## config.mk

```make
export PLATFORM = sky130hd
export DESIGN_NAME = motor_pwm_mc
export DESIGN_NICKNAME = d
export VERILOG_FILES = /design/src/rtl/motor_pwm_pkg.sv /design/src/rtl/motor_pwm_ch.sv /design/src/rtl/motor_pwm_mc.sv
export SDC_FILE = /design/constraint.sdc
export NUM_CORES = 1
export LEC_CHECK = 0
export ABC_AREA = 1
export CAP_MARGIN = 30
export CORE_UTILIZATION = 60
export DETAILED_ROUTE_END_ITERATION = 7
export PLACE_DENSITY = 0.79
export SLEW_MARGIN = 20
export SYNTH_ARGS = -nofsm -noshare
export SYNTH_HDL_FRONTEND = slang
export SYNTH_SLANG_ARGS = --single-unit
export TNS_END_PERCENT = 20
```

## constraint.sdc

```tcl
create_clock -name clk -period 6.1 [get_ports clk]
set_clock_uncertainty 0.15 [all_clocks]
set_input_delay 0.915 -clock clk [delete_from_list [all_inputs] [get_ports clk]]
set_output_delay 0.915 -clock clk [all_outputs]
set_load 0.005 [all_outputs]
```

## src/rtl/motor_pwm_pkg.sv

```systemverilog
// Shared types and default parameters for the multi-channel motor PWM controller.
package motor_pwm_pkg;
  typedef enum logic [1:0] {IDLE, RAMP, RUN, DEAD} ch_state_t;

  localparam int DEF_NUM_CH   = 2;
  localparam int DEF_CNT_W    = 16;
  localparam int DEF_SPD_W    = 8;
  localparam int DEF_PERIOD   = 10000;
  localparam int DEF_RAMP_DIV = 100;
  localparam int DEF_DEAD_CYC = 50;
endpackage

```

## src/rtl/motor_pwm_ch.sv

```systemverilog
// One motor channel: state machine, speed ramp, per-period duty latch and PWM compare.
// ma is registered and lags the shared counter by one cycle.
module motor_pwm_ch
  import motor_pwm_pkg::*;
#(
  parameter int CNT_W    = DEF_CNT_W,
  parameter int SPD_W    = DEF_SPD_W,
  parameter int PERIOD   = DEF_PERIOD,
  parameter int DEAD_CYC = DEF_DEAD_CYC
) (
  input  logic             clk,
  input  logic             rst,
  input  logic             en,
  input  logic             tick,
  input  logic             cnt_last,
  input  logic [CNT_W-1:0] cnt,
  input  logic             dir,
  input  logic [SPD_W-1:0] spd_sel,
  input  logic [CNT_W-1:0] period_stopped,
  input  logic [7:0]       spd_scaling,
  output logic [1:0]       ma,
  output logic             motor_en,
  output logic             busy,
  output logic [CNT_W:0]   duty_cur
);
  localparam int DW  = CNT_W + SPD_W + 10;
  localparam int DCW = $clog2(DEAD_CYC + 1);
  localparam logic [CNT_W:0] PER = (CNT_W+1)'(PERIOD);

  ch_state_t        state;
  logic [SPD_W-1:0] spd_cur;
  logic             dir_cur;
  logic [DCW-1:0]   dead_cnt;

  logic [DW-1:0]    sum;
  logic [CNT_W:0]   duty_nxt;
  logic [CNT_W:0]   cmp;
  logic [SPD_W-1:0] tgt;
  logic             pwm;

  // Wide intermediate keeps the full product so saturation never sees a wrapped value.
  assign sum      = DW'(period_stopped) + DW'(spd_scaling) * DW'(spd_cur);
  assign duty_nxt = (sum > DW'(PERIOD)) ? PER : sum[CNT_W:0];
  assign cmp      = dir_cur ? duty_cur : PER - duty_cur;
  assign pwm      = {1'b0, cnt} < cmp;
  assign tgt      = (dir == dir_cur) ? spd_sel : '0;

  assign motor_en = (state != IDLE);
  assign busy     = (state == RAMP) || (state == DEAD);

  always_ff @(posedge clk or posedge rst) begin
    if (rst) begin
      state    <= IDLE;
      spd_cur  <= '0;
      dir_cur  <= 1'b1;
      duty_cur <= '0;
      ma       <= 2'b00;
      dead_cnt <= '0;
    end else if (!en) begin
      state    <= IDLE;
      spd_cur  <= '0;
      duty_cur <= '0;
      ma       <= 2'b00;
      dead_cnt <= '0;
    end else begin
      if (cnt_last) duty_cur <= duty_nxt;
      ma <= (state == RAMP || state == RUN) ? {~pwm, pwm} : 2'b00;
      case (state)
        IDLE: begin
          spd_cur <= '0;
          if (spd_sel != '0) begin
            dir_cur <= dir;
            state   <= RAMP;
          end
        end
        RAMP: begin
          if (spd_cur == tgt && tgt != '0) begin
            state <= RUN;
          end else if (spd_cur == '0 && tgt == '0) begin
            state <= (spd_sel == '0) ? IDLE : DEAD;
          end else if (tick) begin
            if (spd_cur < tgt) spd_cur <= spd_cur + 1'b1;
            else               spd_cur <= spd_cur - 1'b1;
          end
        end
        RUN: begin
          if (spd_sel != spd_cur || dir != dir_cur) state <= RAMP;
        end
        DEAD: begin
          // Target is only looked at on the way out of the coast window.
          if (dead_cnt == DCW'(DEAD_CYC - 1)) begin
            dead_cnt <= '0;
            dir_cur  <= dir;
            state    <= (spd_sel == '0) ? IDLE : RAMP;
          end else begin
            dead_cnt <= dead_cnt + 1'b1;
          end
        end
        default: state <= IDLE;
      endcase
    end
  end
endmodule

```

## src/rtl/motor_pwm_mc.sv

```systemverilog
// Multi-channel motor PWM top: shared period counter, ramp prescaler and busy reduction.
module motor_pwm_mc
  import motor_pwm_pkg::*;
#(
  parameter int NUM_CH   = DEF_NUM_CH,
  parameter int CNT_W    = DEF_CNT_W,
  parameter int SPD_W    = DEF_SPD_W,
  parameter int PERIOD   = DEF_PERIOD,
  parameter int RAMP_DIV = DEF_RAMP_DIV,
  parameter int DEAD_CYC = DEF_DEAD_CYC
) (
  input  logic                          clk,
  input  logic                          rst,
  input  logic                          en,
  input  logic [NUM_CH-1:0]             dir,
  input  logic [NUM_CH-1:0][SPD_W-1:0]  spd_sel,
  input  logic [CNT_W-1:0]              period_stopped,
  input  logic [7:0]                    spd_scaling,
  output logic [NUM_CH-1:0][1:0]        ma,
  output logic [NUM_CH-1:0]             motor_en,
  output logic [NUM_CH-1:0][CNT_W:0]    duty_cur,
  output logic                          busy
);
  localparam int PW = $clog2(RAMP_DIV + 1);

  logic [CNT_W-1:0]  cnt;
  logic [PW-1:0]     pre;
  logic              cnt_last;
  logic              tick;
  logic [NUM_CH-1:0] ch_busy;

  assign cnt_last = (cnt == CNT_W'(PERIOD - 1));
  assign tick     = en && (pre == PW'(RAMP_DIV - 1));
  assign busy     = |ch_busy;

  always_ff @(posedge clk or posedge rst) begin
    if (rst) begin
      cnt <= '0;
      pre <= '0;
    end else if (!en) begin
      cnt <= '0;
      pre <= '0;
    end else begin
      cnt <= cnt_last ? '0 : cnt + 1'b1;
      pre <= tick ? '0 : pre + 1'b1;
    end
  end

  for (genvar gi = 0; gi < NUM_CH; gi++) begin : g_ch
    motor_pwm_ch #(
      .CNT_W   (CNT_W),
      .SPD_W   (SPD_W),
      .PERIOD  (PERIOD),
      .DEAD_CYC(DEAD_CYC)
    ) u_ch (
      .clk           (clk),
      .rst           (rst),
      .en            (en),
      .tick          (tick),
      .cnt_last      (cnt_last),
      .cnt           (cnt),
      .dir           (dir[gi]),
      .spd_sel       (spd_sel[gi]),
      .period_stopped(period_stopped),
      .spd_scaling   (spd_scaling),
      .ma            (ma[gi]),
      .motor_en      (motor_en[gi]),
      .busy          (ch_busy[gi]),
      .duty_cur      (duty_cur[gi])
    );
  end
endmodule

```

==> summary.txt <==
STA
  – Slew HR: 0.506
  – Total negative slack: 0 ns
  – Tmin final: 5.63 ns
  – Post-route clock period utilization: 0.923
  – RSZ-0062 raised after global routing: false
  – Final hold vios: 0
  – Worst-margin pin slew: 0.741 ns
  – Final setup vio count: 0
  – Slew Limit Fails: 0
  – Max frequency: 178 MHz

Global routing
  – GR Overflow Total: 0
  – M2 GR Usage: 0.501
  – Pin count of the biggest net entering global routing: 61
  – GR peak layer: met2
  – Met3 Track Usage GR: 0.0341
  – Met1 usage in global routing: 0.379
  – Initial antenna violation count: 0
  – Total GRT Usage: 0.293
  – First-pass GRT wire length: ~52000 µm
  – Number of global-route vias before repair: 11100

Floorplanning
  – Die Height: 150 µm
  – Die width: around 150 µm
  – Die ar.: between 20000 and 25000 µm²
  – Core region area: 21200 µm²
  – Row cnt: 53
  – Io pins: 86
  – Initial core utilization: 0.617

Critical path
  – CP cell instances: clkdlybuf4s50_1 > nand2_1 > fa_1 > fa_1 > inv_1 > fa_1 > inv_1 > fa_1 > inv_1 > ha_1 > nand2_1 > nor2_1 > nand3_1 > nand2_1 > nand2_1 > nand2_1 > nand2_1 > nand2_1 > nand2_2 > nor2_8 > nand2_1 > nand2_1 > o21ai_0
  – CP Class: input port to flop
  – Worst Reg2Reg Path Length in Cells: 21
  – R2r startpoint: g_ch[1].u_ch.spd_cur[7]
  – Critical Path RT: 6.16 ns
  – Worst Path Buf+Inv: 4
  – Crit path top cell by count: nand2_1
  – Startpoint Class: input port
  – Crit-path slowest cell: clkdlybuf4s50_1
  – Crit path max fanout: 13
  – Critical path's top delay family: adder cells
  – RR Endpoint: g_ch[1].u_ch.duty_cur[13]
  – Worst Path Arrival: 5.68 ns
  – Critical path capture point type: flop
  – Worst reg-to-reg setup slack: 1.00 ns
  – CP peak stage delay: 0.83 ns

Clocking
  – Post-cts gate resize count: 0
  – Total CTS buffers: 9
  – Clock buffer depth: 2
  – CTS Sinks: 95
  – Skew-Pair Late Insertion Delay: 0.36 ns
  – Post-CTS Setup Bufs: 0
  – CTS tree: built
  – CTS Root Cell: clkbuf_16
  – Htree depth: 3
  – Hold_buf cts: 0
  – Worst-path clk slew: 0.07 ns

Hold path
  – Hold Path Origin: pre[0]
  – Hold path endpoint: pre[0]
  – Class of the worst hold path: flop to flop
  – Hold path depth: 1

Drt
  – DRC viols: 0
  – Initial DRC count: approximately 900
  – First-pass iteration count of the detailed router: 8
  – Avg WL per Cell: 14.3 µm
  – Routed WL: 31700 µm
  – Antenna viol nets, final: 0
  – DR vias: ~12000
  – Vias per cell: about 5.3

Status
  – Outcome: complete, no violations

Finish
  – Synth-to-layout area growth: 10.6%
  – Number of diodes: 0
  – Most common cell after layout, fill and taps aside: nand2_1
  – Share of cells above drive strength 1: 0.0492
  – Nets: 2222
  – Most frequent cells in the layout: 506 x nand2_1, 429 x inv_1, 146 x ha_1

Pwr
  – VDD IR max: approximately 230 µV
  – PwrDens: 274 nW/µm²
  – LEAKAGE: 8.17 nW
  – Design Power: 3.97 mW

Placement
  – I/O Buffers: 85
  – GP Congestion: 0.972
  – HPWL after DPL: ~26000 µm

Flow run
  – Max_cap viols: 0

Synthesis
  – Synth Net Count: around 2200
  – Netlist cell types: 48
  – Mean Syn Cell Area: 7.02 µm²
  – Yosys reg bits: 95
  – Post-Synthesis Cells: 1865
  – Synth Cell Area: 13100 µm²
  – Sequential fraction of the synthesis area: 0.182
  – Yosys warning count: 0
==> per-layer routing <==
metal,part of all wire,vias up
li1,-,5797
met1,0.42,5539
met2,0.49,369
met3,0.061,60
met4,0.030,0
met5,0,-
==> cells by family (layout without fill, tap and decap cells) <==
| family | count (synthesis) | after routing | synth area share |
|---|---|---|---|
| AO/OA/AOI/OAI | 169 | 169 | 0.0752 |
| AND/OR/NAND/NOR | 812 | 812 | 0.266 |
| XOR/XNOR | 56 | 56 | 0.0375 |
| adder cells (fa/ha/maj) | 250 | 250 | 0.298 |
| buffers and inverters | 483 | 550 | 0.141 |
| flip-flops | 95 | 95 | 0.182 |
==> synth_stat cells, drive strengths merged <==
| master | instances | share of area |
|---|---|---|
| and3 | 1 | 0.00048 |
| nor3 | 19 | 0.0080 |
| a31oi | 2 | 0.00096 |
| buf | 21 | 0.0085 |
| inv | 436 | 0.12 |
| clkinv | 1 | 0.00067 |
| o2111ai | 1 | 0.00067 |
| dfstp | 2 | 0.0040 |
| clkbuf | 25 | 0.0072 |
| or2 | 3 | 0.0016 |
| o21a | 5 | 0.0029 |
| o31ai | 2 | 0.0011 |
| nand4 | 18 | 0.0086 |
| xnor2 | 19 | 0.013 |
| dfrtp | 93 | 0.18 |
| o22ai | 6 | 0.0029 |
| o31a | 1 | 0.00067 |
| nand3 | 96 | 0.040 |
| nor4 | 7 | 0.0038 |
| xor2 | 37 | 0.025 |
| o211a | 1 | 0.00076 |
| nor3b | 2 | 0.0020 |
| nand2 | 522 | 0.15 |
| ha | 146 | 0.14 |
| a21o | 3 | 0.0017 |
| a21oi | 70 | 0.027 |
| nor2 | 132 | 0.041 |
| a211oi | 3 | 0.0017 |
| o21bai | 2 | 0.0011 |
| o21ai | 70 | 0.032 |
| nand3b | 12 | 0.0069 |
| o211ai | 3 | 0.0017 |
| fa | 104 | 0.16 |
==> state kept, by name, summed over array words and instances, names as in the netlist <==
register and cells:
cnt 16, g_ch.u_ch.dir_cur 2, g_ch.u_ch.ma 4, g_ch.u_ch.dead_cnt 12, pre 7, g_ch.u_ch.duty_cur 34, g_ch.u_ch.state 4, g_ch.u_ch.spd_cur 16
==> area by class of cell <==
| class | instances | area [µm²] |
|---|---|---|
| flip-flops and latches | 95 | 2380 |
| clock inverters | 6 | 41.3 |
| multi-input cells | 1287 | 8870 |
| well taps | 275 | 344 |
| clock buffers | 10 | 239 |
| fillers | 1860 | 6740 |
| inverters | 437 | 1650 |
| repair buffers | 97 | 961 |
==> report_power, final <==
group	switching [mW]	internal, mW	total, mW
clock network	0.260	0.289	0.550
logic	1.63	0.950	2.58
registers	0.161	0.681	0.842
==> per-stage QoR <==
step	utilization	hold slack [ns]	cell area [µm²]	std cells	setup slack [ns]
floorplan	-	0.281	13100	1865	0.788
global placement	0.668	0.298	14200	2190	0.209
detailed placement	0.669	0.314	14200	2191	0.154
CTS	0.682	0.323	14500	2207	0.509
global route	0.682	0.357	14500	2207	0.131
finish	0.682	0.318	14500	2207	0.472
==> worst max path at each step <==
stage	slack, ns	cells after the start	to	from
after floorplan	0.79	22	g_ch[1].u_ch.duty_cur[0]	spd_scaling[4]
after global routing	0.13	22	g_ch[0].u_ch.duty_cur[2]	spd_scaling[2]
after detailed placement	0.15	23	g_ch[1].u_ch.duty_cur[13]	spd_scaling[2]
after global placement	0.21	20	g_ch[0].u_ch.duty_cur[7]	spd_scaling[6]
after CTS	0.51	23	g_ch[1].u_ch.duty_cur[13]	spd_scaling[2]
final	0.47	23	g_ch[1].u_ch.duty_cur[13]	spd_scaling[2]
(Power assumes the default switching activity.)
